## config.mk

```make
export PLATFORM = sky130hd
export DESIGN_NAME = cm_fifo_push_arbiter
export DESIGN_NICKNAME = d
export VERILOG_FILES = /design/src/rtl/cm_fifo_push_arbiter.sv
export SDC_FILE = /design/constraint.sdc
export NUM_CORES = 1
export LEC_CHECK = 0
export BUFFER_PORTS_ARGS = -buffer_cell sky130_fd_sc_hd__buf_2
export CORE_MARGIN = 5
export CORE_UTILIZATION = 35
export DETAILED_ROUTE_END_ITERATION = 7
export PLACE_DENSITY = 0.55
export SKIP_LAST_GASP = 1
export SLEW_MARGIN = 40
export SYNTH_ARGS = -nofsm -noshare
export SYNTH_HDL_FRONTEND = slang
export SYNTH_SLANG_ARGS = --single-unit
```

## constraint.sdc

```tcl
create_clock -name FFE_CLK_gclk -period 2.6 [get_ports FFE_CLK_gclk]
set_clock_uncertainty 0.15 [all_clocks]
set_input_delay 0.13 -clock FFE_CLK_gclk [delete_from_list [all_inputs] [get_ports FFE_CLK_gclk]]
set_output_delay 0.13 -clock FFE_CLK_gclk [all_outputs]
set_load 0.02 [all_outputs]
```

## src/rtl/cm_fifo_push_arbiter.sv

```systemverilog
// Packet-level push arbiter for the CM FIFO write port: grants one whole packet at a time to
// one of two producers, marks each packet's first byte with SOP and pads stalled packets.
module cm_fifo_push_arbiter #(
  parameter int unsigned DEPTH   = 512,
  parameter int unsigned TIMEOUT = 255
) (
  input  logic       FFE_CLK_gclk,
  input  logic       rst,
  input  logic [3:0] CM_FIFO_PushFlags,
  input  logic       req0,
  input  logic       req1,
  input  logic [6:0] len0,
  input  logic [6:0] len1,
  input  logic [7:0] wdata0,
  input  logic [7:0] wdata1,
  input  logic       wvalid0,
  input  logic       wvalid1,
  output logic       gnt0,
  output logic       gnt1,
  output logic       CM_FIFO_Push,
  output logic [8:0] CM_FIFO_PushData,
  output logic       busy,
  input  logic       err_clr,
  output logic       pad_err
);

  typedef enum logic [1:0] {StIdle, StXfer, StPad, StSettle} state_e;

  localparam logic [7:0] TimeoutW = 8'(TIMEOUT);

  state_e     r_state;
  logic       r_last;     // 1: requester 1 was granted most recently
  logic       r_sel;      // requester owning the current packet
  logic [6:0] r_len;
  logic [6:0] r_cnt;
  logic [7:0] r_wd;
  logic       r_settle;
  logic       r_gnt0;
  logic       r_gnt1;
  logic       r_push;
  logic [8:0] r_data;
  logic       r_pad_err;

  logic [31:0] w_room;
  logic        w_elig0;
  logic        w_elig1;
  logic        w_any;
  logic        w_win1;
  logic        w_wvalid;
  logic [7:0]  w_wdata;
  logic [6:0]  w_cnt_inc;
  logic [7:0]  w_wd_inc;
  logic        w_sop;
  logic        w_pad_set;

  // Lower bound on free FIFO words implied by the push flags.
  always_comb begin
    w_room = '0;
    case (CM_FIFO_PushFlags)
      4'h1:    w_room = 32'(DEPTH);
      4'h2:    w_room = 32'(DEPTH / 2);
      4'h3:    w_room = 32'(DEPTH / 4);
      4'h4:    w_room = 32'd64;
      4'hA:    w_room = 32'd32;
      4'hB:    w_room = 32'd16;
      4'hC:    w_room = 32'd8;
      4'hD:    w_room = 32'd4;
      4'hE:    w_room = 32'd2;
      4'hF:    w_room = 32'd1;
      default: w_room = '0;
    endcase
  end

  always_comb begin
    w_elig0   = req0 && (len0 != 7'd0) && (32'(len0) <= w_room);
    w_elig1   = req1 && (len1 != 7'd0) && (32'(len1) <= w_room);
    w_any     = w_elig0 || w_elig1;
    // On a tie the requester not granted last wins.
    w_win1    = w_elig1 && (!w_elig0 || !r_last);
    w_wvalid  = r_sel ? wvalid1 : wvalid0;
    w_wdata   = r_sel ? wdata1 : wdata0;
    w_cnt_inc = r_cnt + 7'd1;
    w_wd_inc  = (r_wd == 8'hFF) ? r_wd : r_wd + 8'd1;
    w_sop     = (r_cnt == 7'd0);
    w_pad_set = (r_state == StXfer) && !w_wvalid && (w_wd_inc == TimeoutW);
  end

  always_ff @(posedge FFE_CLK_gclk or posedge rst) begin
    if (rst) begin
      r_state   <= StIdle;
      r_last    <= 1'b1;
      r_sel     <= 1'b0;
      r_len     <= '0;
      r_cnt     <= '0;
      r_wd      <= '0;
      r_settle  <= 1'b0;
      r_gnt0    <= 1'b0;
      r_gnt1    <= 1'b0;
      r_push    <= 1'b0;
      r_data    <= '0;
      r_pad_err <= 1'b0;
    end else begin
      r_push    <= 1'b0;
      r_pad_err <= w_pad_set || (r_pad_err && !err_clr);
      case (r_state)
        StIdle: begin
          if (w_any) begin
            r_sel   <= w_win1;
            r_last  <= w_win1;
            r_gnt0  <= !w_win1;
            r_gnt1  <= w_win1;
            r_len   <= w_win1 ? len1 : len0;
            r_cnt   <= '0;
            r_wd    <= '0;
            r_state <= StXfer;
          end
        end
        StXfer: begin
          if (w_wvalid) begin
            r_push <= 1'b1;
            r_data <= {w_sop, w_wdata};
            r_cnt  <= w_cnt_inc;
            r_wd   <= '0;
            if (w_cnt_inc == r_len) begin
              r_gnt0   <= 1'b0;
              r_gnt1   <= 1'b0;
              r_settle <= 1'b0;
              r_state  <= StSettle;
            end
          end else begin
            r_wd <= w_wd_inc;
            if (w_wd_inc == TimeoutW) begin
              r_gnt0  <= 1'b0;
              r_gnt1  <= 1'b0;
              r_state <= StPad;
            end
          end
        end
        StPad: begin
          r_push <= 1'b1;
          r_data <= {w_sop, 8'h00};
          r_cnt  <= w_cnt_inc;
          if (w_cnt_inc == r_len) begin
            r_settle <= 1'b0;
            r_state  <= StSettle;
          end
        end
        StSettle: begin
          // Two cycles let the FIFO push flags catch up with the last write.
          if (r_settle) begin
            r_state <= StIdle;
          end else begin
            r_settle <= 1'b1;
          end
        end
        default: r_state <= StIdle;
      endcase
    end
  end

  assign gnt0             = r_gnt0;
  assign gnt1             = r_gnt1;
  assign CM_FIFO_Push     = r_push;
  assign CM_FIFO_PushData = r_data;
  assign busy             = (r_state != StIdle);
  assign pad_err          = r_pad_err;

endmodule

```

==> impl_results.html, run 1 <==
<table>
<tr><th>Metric</th><th>Value</th></tr>
<tr><th colspan="2">Outcome</th></tr>
<tr><td>Outcome</td><td>completed</td></tr>
<tr><th colspan="2">Final layout</th></tr>
<tr><td>Final non-filler cell area</td><td>3400 um2</td></tr>
<tr><td>Final layout net count</td><td>about 430</td></tr>
<tr><td>Layout cells sized above 1</td><td>about a quarter</td></tr>
<tr><td>Most common cell after layout, fill and taps aside</td><td>buf_2</td></tr>
<tr><td>Top library cells by usage in the layout, fill and taps aside</td><td>54 x buf_2, 40 x nand2_1, 39 x dfrtp_1</td></tr>
<tr><td>Antenna diodes</td><td>0</td></tr>
<tr><td>Final Util</td><td>42.0%</td></tr>
<tr><td>Fillcell total</td><td>between 800 and 900</td></tr>
<tr><td>Area Overhead vs Synth</td><td>19.1%</td></tr>
<tr><td>Sequential standard cell area</td><td>between 1000 and 1500 um2</td></tr>
<tr><td>Non-filler cells, final</td><td>477</td></tr>
<tr><td>Combined area of the multi-input logic cells</td><td>1730 um2</td></tr>
<tr><th colspan="2">STA</th></tr>
<tr><td>Setup-failing EPs final</td><td>0</td></tr>
<tr><td>Min Tclk post-route</td><td>2.46 ns</td></tr>
<tr><td>Number of hold violations in the final report</td><td>0</td></tr>
<tr><td>Ratio of final minimum period to clock period</td><td>94.7%</td></tr>
<tr><td>Total count of max-transition violations in the final report</td><td>0</td></tr>
<tr><td>Upper clock frequency limit</td><td>0.406 GHz</td></tr>
<tr><td>Worst Tran Pin Value</td><td>0.677 ns</td></tr>
<tr><td>Worst slew margin relative to its limit</td><td>54.9%</td></tr>
<tr><td>Unrepaired setup endpoints after global routing</td><td>false</td></tr>
<tr><th colspan="2">Synth</th></tr>
<tr><td>Post-synthesis adder-cell area fraction</td><td>about a tenth</td></tr>
<tr><td>Ys Warns</td><td>0</td></tr>
<tr><td>Cell count after synthesis</td><td>between 300 and 400</td></tr>
<tr><td>Area share of the largest cell type after synthesis</td><td>34.2%</td></tr>
<tr><td>Simple-gate portion of the synthesized area</td><td>20.5%</td></tr>
<tr><td>Most used flip-flop cell after synthesis</td><td>dfrtp_1</td></tr>
<tr><td>Top cells by area, synth</td><td>dfrtp_1 34%, ha_1 9.6%, mux2i_1 6.0%</td></tr>
<tr><td>Area fraction in compound gates after synthesis</td><td>between 10% and 20%</td></tr>
<tr><td>Part of the Yosys area used for sequential elements</td><td>a little over a third</td></tr>
<tr><td>Distinct cells, synth</td><td>57</td></tr>
<tr><td>Post-Synth XOR/XNOR Area</td><td>3.68%</td></tr>
<tr><td>Post-Syn Nets</td><td>372</td></tr>
<tr><td>EDFF count, synth</td><td>0</td></tr>
<tr><td>Main combinational cell family by area after synthesis</td><td>simple AND/OR/NAND/NOR gates</td></tr>
<tr><td>Yosys top cell by area</td><td>dfrtp_1</td></tr>
<tr><td>Proportion of synthesized area in mux cells</td><td>7.14%</td></tr>
<tr><td>Total standard cell area after synthesis</td><td>2860 um2</td></tr>
<tr><td>Async S/R FF share, synth</td><td>100%</td></tr>
<tr><td>Flip-flop and latch count after synthesis</td><td>40</td></tr>
<tr><td>Mean instance size in the synthesized netlist</td><td>9.24 um2</td></tr>
<tr><th colspan="2">Global routing</th></tr>
<tr><td>Antenna violations before repair</td><td>0</td></tr>
<tr><td>Total congestion overflow after global routing</td><td>0</td></tr>
<tr><td>Wire length of the first global-routing pass</td><td>between 10,000 and 15,000 um</td></tr>
<tr><td>Tot GR Track Use</td><td>14.0%</td></tr>
<tr><td>Vias in the first global route</td><td>around 2,400</td></tr>
<tr><td>Maximum number of pins on one net before global-route repair</td><td>41</td></tr>
<tr><th colspan="2">Floorplanning</th></tr>
<tr><td>Starting density of the core</td><td>35.3%</td></tr>
<tr><td>Height of the chip</td><td>100 um</td></tr>
<tr><td>Cell Rows</td><td>33</td></tr>
<tr><td>Die area</td><td>10,100 um2</td></tr>
<tr><td>Total core area</td><td>approximately 8100 um2</td></tr>
<tr><td>Boundary Pins</td><td>55</td></tr>
<tr><td>Horizontal extent of the die</td><td>100 um</td></tr>
<tr><th colspan="2">Worst setup path</th></tr>
<tr><td>Worst-path cell with the longest stage delay</td><td>a2111o_1</td></tr>
<tr><td>Arrival time worst endpoint</td><td>2.52 ns</td></tr>
<tr><td>Cell-by-cell listing of the critical path</td><td>ha_1 -&gt; and4_4 -&gt; nand2_2 -&gt; a21bo_2 -&gt; a2111o_1 -&gt; o21ai_2 -&gt; nand3_1 -&gt; a211oi_2</td></tr>
<tr><td>CP Depth</td><td>8</td></tr>
<tr><td>Crit-path max FO</td><td>6</td></tr>
<tr><td>Critical path's largest stage delay</td><td>0.46 ns</td></tr>
<tr><td>CP top delay family</td><td>compound AO/OA/AOI/OAI gates</td></tr>
<tr><td>Worst Reg-to-Reg Cells</td><td>8</td></tr>
<tr><td>Buf/Inv on CP</td><td>0</td></tr>
<tr><td>Setup crit start kind</td><td>flip-flop</td></tr>
<tr><td>Critical path class</td><td>reg2reg</td></tr>
<tr><td>Type of destination of the critical path</td><td>flip-flop</td></tr>
<tr><td>Critical path data required time</td><td>2.66 ns</td></tr>
<tr><th colspan="2">Placement</th></tr>
<tr><td>Final weighted congestion of routability-driven global placement</td><td>0.877</td></tr>
<tr><td>Area after detailed placement</td><td>3270 um2</td></tr>
<tr><td>Dpl cells</td><td>467</td></tr>
<tr><td>Detailed placement HPWL</td><td>5200 um</td></tr>
<tr><td>Port buffer count</td><td>54</td></tr>
<tr><th colspan="2">Clock network</th></tr>
<tr><td>Clock network latency to the later pin of the worst-skew pair</td><td>0.29 ns</td></tr>
<tr><td>Clock transition at path regs</td><td>around 0.08 ns</td></tr>
<tr><td>Clock Path Buffers</td><td>2</td></tr>
<tr><td>CTS tree</td><td>built</td></tr>
<tr><td>Root buffer selected by CTS</td><td>clkbuf_8</td></tr>
<tr><td>Buffers inserted during post-CTS setup optimization</td><td>0</td></tr>
<tr><td>Sinks on the clock net</td><td>40</td></tr>
<tr><td>CTS H-Tree Depth</td><td>2</td></tr>
<tr><td>CTS buffer count</td><td>5</td></tr>
<tr><th colspan="2">Routing</th></tr>
<tr><td>WL final</td><td>6640 um</td></tr>
<tr><td>DR DRC count</td><td>0</td></tr>
<tr><td>Via density</td><td>5.22</td></tr>
<tr><td>Length of the first detailed-routing pass in iterations</td><td>4</td></tr>
<tr><td>Via count of the routed design</td><td>2,492</td></tr>
<tr><td>Drt initial violations</td><td>100</td></tr>
<tr><td>Detailed-route wire length per cell</td><td>between 10 and 15 um</td></tr>
<tr><td>Routed Antenna Nets</td><td>0</td></tr>
<tr><th colspan="2">Min path</th></tr>
<tr><td>Number of cells on the worst hold path</td><td>3</td></tr>
<tr><td>Path category of the worst min-delay check</td><td>in2reg</td></tr>
<tr><th colspan="2">Pwr</th></tr>
<tr><td>Leakage power</td><td>1.57 nW</td></tr>
<tr><td>PwrDens</td><td>between 800 and 900 nW/um2</td></tr>
<tr><td>Worst IR Drop VDD</td><td>0.368 mV</td></tr>
<tr><th colspan="2">Job</th></tr>
<tr><td>Max cap viols</td><td>0</td></tr>
</table>
[through the flow]
stage / hold slack [ns] / TNS (ns) / setup WS (ns) / total power, mW
floorplan: 0.0836 / 0 / 0.242 / 2.16
global placement: 0.142 / -0.647 / -0.0899 / 2.59
detailed placement: 0.151 / -0.985 / -0.111 / 2.61
CTS: 0.00836 / 0 / 0.140 / 3.09
global route: 0.0150 / 0 / 0.0247 / 3.34
finish: 0.0135 / 0 / 0.138 / 3.05
[where the power goes]
| part | internal, mW | switching (mW) |
|---|---|---|
| combinational | 0.664 | 0.911 |
| clock | 0.242 | 0.216 |
| sequential | 0.850 | 0.165 |
| total | 1.76 | 1.29 |
[tightest hold or removal path, delay by kind of cell]
family                 cells  cell delay, ns
AO/OA/AOI/OAI              1            0.08
buffers and inverters      1            0.09
multiplexers               1            0.12
[per-layer routing]
metal  track usage [%]  vias to the layer above  wire length (um)  part of all wire, %
met5                 0                        -                 0                    0
met4              3.73                        0                62                 0.93
met3              3.20                        6               372                  5.6
met2              21.2                       67              2910                   44
met1              20.0                     1150              3290                   50
li1                  -                     1269                 -                    -
[state kept, by name (all words and copies together), names as in the netlist]
signal and flops:
CM_FIFO_PushData 9, r_wd 8, r_cnt 7, r_len 7, r_state 2, CM_FIFO_Push 1, gnt0 1, gnt1 1
pad_err 1, r_last 1, r_sel 1, r_settle 1
[synth_stat cells (all sizes together), types with 2 or more instances]
library cell  number
a21oi             14
xor2               5
nand2             41
mux2i             17
mux2               3
nand4b             3
o21ai             24
o221ai             4
a22o               2
nor2b              3
and4               3
buf               11
dfrtp             39
a31oi              3
and3               7
nand3             16
nor4               3
nand2b             3
o41ai              2
a21bo              2
clkbuf             3
nand3b             6
nor3               4
o31ai             11
o31a               2
a211oi             3
xnor2              7
inv               13
a31o               2
ha                22
nand4              4
nor2              12
or4                3
[layout make-up]
cell class / instances / share of cell area [%]
clock buffer: 8 / 2.94
inverter: 13 / 1.43
multi-input combinational: 242 / 50.9
sequential: 40 / 29.5
tap: 105 / 3.86
timing repair buffer: 69 / 11.4
[kinds of logic after synthesis]
logic type	Yosys count
AO/OA/AOI/OAI	76
XOR/XNOR	12
adder cells (fa/ha/maj)	22
buffers and inverters	27
flip-flops	40
multiplexers	20
AND/OR/NAND/NOR	112
[what timing repair did]
item | CTS | global route
endpoints found under the hold margin | 40 | 0
endpoints found under the setup margin | 0 | 2
hold buffers | 2 | 0
gates resized for setup | 0 | 1
[final timing paths]
kind	from	endpoint	slack (ns)
setup / recovery	r_wd[1]	r_state[0]	0.14
max in group asynchronous	rst	r_last	1.58
min in group asynchronous	rst	r_sel	0.35
hold reg to reg	CM_FIFO_PushData[0]	CM_FIFO_PushData[0]	0.32
hold / removal	wdata0[7]	CM_FIFO_PushData[7]	0.01
setup reg to reg	r_wd[1]	r_state[0]	0.14
No activity file was read; power rests on OpenSTA's default activity.
==> inputs of run 2 (changes only) <==
--- a/config.mk
+++ b/config.mk
@@ -5,7 +5,7 @@
 export SDC_FILE = /design/constraint.sdc
 export NUM_CORES = 1
 export LEC_CHECK = 0
-export BUFFER_PORTS_ARGS = -buffer_cell sky130_fd_sc_hd__buf_2
+export BUFFER_PORTS_ARGS = -buffer_cell sky130_fd_sc_hd__buf_4
 export CORE_MARGIN = 5
 export CORE_UTILIZATION = 35
 export DETAILED_ROUTE_END_ITERATION = 7
==> run 2 against run 1 <==
Die area unchanged. Total power up 3.0%. First-iteration DRC count down 57%. Sequential power about the same. Largest power group unchanged. Clock power up 8.7%. Wire length down 1.8%. Worst hold slack better by 0.0097 ns. Register-to-register slack about the same. Maximum frequency about the same. Sequential share of layout area down 1.1 points. Largest cell class unchanged.
==> impl_results.html, run 2 (synthesized netlist as in run 1, its figures left out) <==
<table>
<tr><th>Metric</th><th>Value</th></tr>
<tr><th colspan="2">STA</th></tr>
<tr><td>Worst hold slack</td><td>0.0231 ns (+0.00966 ns)</td></tr>
<tr><td>Number of hold violations in the final report</td><td>0 (unchanged)</td></tr>
<tr><td>Upper clock frequency limit</td><td>0.407 GHz (about the same)</td></tr>
<tr><td>Worst slew margin relative to its limit</td><td>56.9% (+2.1 points)</td></tr>
<tr><td>Ratio of final minimum period to clock period</td><td>94.6% (about the same)</td></tr>
<tr><td>Unrepaired setup endpoints after global routing</td><td>false</td></tr>
<tr><td>Total count of max-transition violations in the final report</td><td>0 (unchanged)</td></tr>
<tr><td>Setup-failing EPs final</td><td>0 (unchanged)</td></tr>
<tr><td>Setup WS post-layout</td><td>0.140 ns (+0.00246 ns)</td></tr>
<tr><td>Worst Tran Pin Value</td><td>0.646 ns (-0.0309 ns)</td></tr>
<tr><td>Min Tclk post-route</td><td>2.46 ns (-0.00246 ns)</td></tr>
<tr><th colspan="2">Clock network</th></tr>
<tr><td>Clock network latency to the later pin of the worst-skew pair</td><td>0.29 ns (about the same)</td></tr>
<tr><td>CTS H-Tree Depth</td><td>2 (unchanged)</td></tr>
<tr><td>CTS tree</td><td>built</td></tr>
<tr><td>Sinks on the clock net</td><td>40 (unchanged)</td></tr>
<tr><td>Root buffer selected by CTS</td><td>clkbuf_8</td></tr>
<tr><td>Clock transition at path regs</td><td>0.07 ns (about the same)</td></tr>
<tr><td>Buffers inserted during post-CTS setup optimization</td><td>0 (unchanged)</td></tr>
<tr><td>CTS buffer count</td><td>5 (unchanged)</td></tr>
<tr><td>Clock Path Buffers</td><td>2 (unchanged)</td></tr>
<tr><th colspan="2">Job</th></tr>
<tr><td>Max cap viols</td><td>0 (unchanged)</td></tr>
<tr><th colspan="2">Global routing</th></tr>
<tr><td>Vias in the first global route</td><td>2,425 (-0.86%)</td></tr>
<tr><td>Total congestion overflow after global routing</td><td>0 (unchanged)</td></tr>
<tr><td>Maximum number of pins on one net before global-route repair</td><td>41 (unchanged)</td></tr>
<tr><td>Antenna violations before repair</td><td>0 (unchanged)</td></tr>
<tr><td>Tot GR Track Use</td><td>13.7% (-0.30 points)</td></tr>
<tr><td>Wire length of the first global-routing pass</td><td>11,400 um (-1.4%)</td></tr>
<tr><th colspan="2">Min path</th></tr>
<tr><td>Path category of the worst min-delay check</td><td>in2reg</td></tr>
<tr><th colspan="2">Placement</th></tr>
<tr><td>Dpl cells</td><td>465 (-0.43%)</td></tr>
<tr><td>Area after detailed placement</td><td>3400 um2 (+3.8%)</td></tr>
<tr><td>Pre-CTS worst setup slack</td><td>-0.150 ns (-0.0385 ns)</td></tr>
<tr><td>Detailed placement HPWL</td><td>5150 um (-0.91%)</td></tr>
<tr><td>Final weighted congestion of routability-driven global placement</td><td>0.877 (unchanged)</td></tr>
<tr><td>Port buffer count</td><td>54 (unchanged)</td></tr>
<tr><th colspan="2">Final layout</th></tr>
<tr><td>Area Overhead vs Synth</td><td>23.5%</td></tr>
<tr><td>Final non-filler cell area</td><td>3530 um2 (+3.8%)</td></tr>
<tr><td>Final layout net count</td><td>432 (-0.46%)</td></tr>
<tr><td>Antenna diodes</td><td>0 (unchanged)</td></tr>
<tr><td>Most common cell after layout, fill and taps aside</td><td>buf_4</td></tr>
<tr><td>Final Util</td><td>43.6% (+1.6 points)</td></tr>
<tr><td>Non-filler cells, final</td><td>475 (-0.42%)</td></tr>
<tr><td>Fillcell total</td><td>813 (-1.5%)</td></tr>
<tr><td>Top library cells by usage in the layout, fill and taps aside</td><td>65 x buf_4, 40 x nand2_1, 39 x dfrtp_1</td></tr>
<tr><td>Max reg flops</td><td>9 (unchanged)</td></tr>
<tr><td>Layout cells sized above 1</td><td>25.7% (-0.40 points)</td></tr>
<tr><th colspan="2">Worst setup path</th></tr>
<tr><td>Setup crit start kind</td><td>flip-flop</td></tr>
<tr><td>Critical path data required time</td><td>2.65 ns (about the same)</td></tr>
<tr><td>Crit-path max FO</td><td>6 (unchanged)</td></tr>
<tr><td>Type of destination of the critical path</td><td>flip-flop</td></tr>
<tr><td>Arrival time worst endpoint</td><td>2.51 ns (about the same)</td></tr>
<tr><td>Critical path class</td><td>reg2reg</td></tr>
<tr><th colspan="2">Floorplanning</th></tr>
<tr><td>Die area</td><td>10,100 um2 (unchanged)</td></tr>
<tr><td>Horizontal extent of the die</td><td>100 um (unchanged)</td></tr>
<tr><td>Starting density of the core</td><td>35.3% (unchanged)</td></tr>
<tr><td>Height of the chip</td><td>100 um (unchanged)</td></tr>
<tr><td>Cell Rows</td><td>33 (unchanged)</td></tr>
<tr><td>Total core area</td><td>8090 um2 (unchanged)</td></tr>
<tr><td>Boundary Pins</td><td>55 (unchanged)</td></tr>
<tr><th colspan="2">Pwr</th></tr>
<tr><td>Cell-internal power</td><td>1.86 mW (+5.7%)</td></tr>
<tr><td>Net switching share of the total power</td><td>40.9% (-1.5 points)</td></tr>
<tr><td>Sw Pwr</td><td>1.28 mW (-0.65%)</td></tr>
<tr><td>PwrDens</td><td>890 nW/um2 (-0.74%)</td></tr>
<tr><td>Clock power frac</td><td>15.9% (+0.9 points)</td></tr>
<tr><td>Worst IR Drop VDD</td><td>0.417 mV (+13%)</td></tr>
<tr><td>Leakage power</td><td>1.60 nW (+2.2%)</td></tr>
<tr><td>Relative contribution of sequential cells to total power</td><td>32.4% (-0.9 points)</td></tr>
<tr><td>Part of the power in combinational logic</td><td>51.8% (about the same)</td></tr>
<tr><th colspan="2">Routing</th></tr>
<tr><td>Detailed-route wire length per cell</td><td>13.7 um (-1.4%)</td></tr>
<tr><td>Drt initial violations</td><td>43 (-57%)</td></tr>
<tr><td>DR DRC count</td><td>0 (unchanged)</td></tr>
<tr><td>Via count of the routed design</td><td>2,423 (-2.8%)</td></tr>
<tr><td>Length of the first detailed-routing pass in iterations</td><td>4 (unchanged)</td></tr>
<tr><td>Via density</td><td>5.10 (-2.4%)</td></tr>
<tr><td>Routed Antenna Nets</td><td>0 (unchanged)</td></tr>
<tr><td>WL final</td><td>6520 um (-1.8%)</td></tr>
<tr><th colspan="2">Outcome</th></tr>
<tr><td>Outcome</td><td>completed</td></tr>
</table>
[run 2: final timing paths]
check / startpoint / endpoint / slack, ns / cells past startpoint
setup / recovery: r_wd[1] / r_state[0] / 0.14 / 8
hold / removal: len0[0] / r_len[0] / 0.02 / 3
setup reg to reg: r_wd[1] / r_state[0] / 0.14 / 8
hold reg to reg: CM_FIFO_PushData[6] / CM_FIFO_PushData[6] / 0.33 / 2
max in group asynchronous: rst / r_last / 1.55 / 4
min in group asynchronous: rst / r_sel / 0.37 / 4
[run 2: timing repair]
| item | in CTS | in global routing |
|---|---|---|
| hold buffers | 2 | 0 |
| hold endpoints to repair | 40 | 0 |
| endpoints found under the setup margin | 0 | 3 |
| resized for setup | 0 | 1 |
[run 2: metrics by stage]
step	setup TNS (ns)	total power [mW]
floorplan	0	2.16
global placement	-0.832	2.65
detailed placement	-1.28	2.67
CTS	0	3.18
global route	0	3.42
finish	0	3.14
[run 2: critical path, stage by stage (launching register included)]
cell and delay (ns):
dfrtp_1 0.44, ha_1 0.21, and4_4 0.27, nand2_2 0.06
a21bo_2 0.19, a2111o_1 0.45, o21ai_2 0.19, nand3_1 0.17
a211oi_2 0.24
[run 2: per-layer routing]
layer | global-route usage, % | vias to the layer above | part of all wire [%]
li1 | - | 1257 | -
met1 | 19.9 | 1098 | 51
met2 | 21.0 | 62 | 43
met3 | 2.78 | 6 | 5.4
met4 | 2.80 | 0 | 0.60
met5 | 0 | - | 0
[run 2: power by group through the flow]
stage / Clock (mW) / Sequential [mW] / Combinational (mW)
3_5_place_dp: 0 / 1.03 / 1.64
6_report: 0.498 / 1.02 / 1.63
4_1_cts: 0.517 / 1.02 / 1.65
3_3_place_gp: 0 / 1.03 / 1.62
2_1_floorplan: 0 / 1.10 / 1.06
5_1_grt: 0.539 / 1.06 / 1.83
[run 2: layout make-up]
class	instances	area [um2]	area share [%]
Clock buffer	6	72.6	2.06
Timing Repair Buffer	67	508	14.4
Clock inverter	2	35.0	0.993
Inverter	13	48.8	1.38
Multi-Input combinational cell	242	1730	49.0
Sequential cell	40	1000	28.4
Tap cell	105	131	3.72
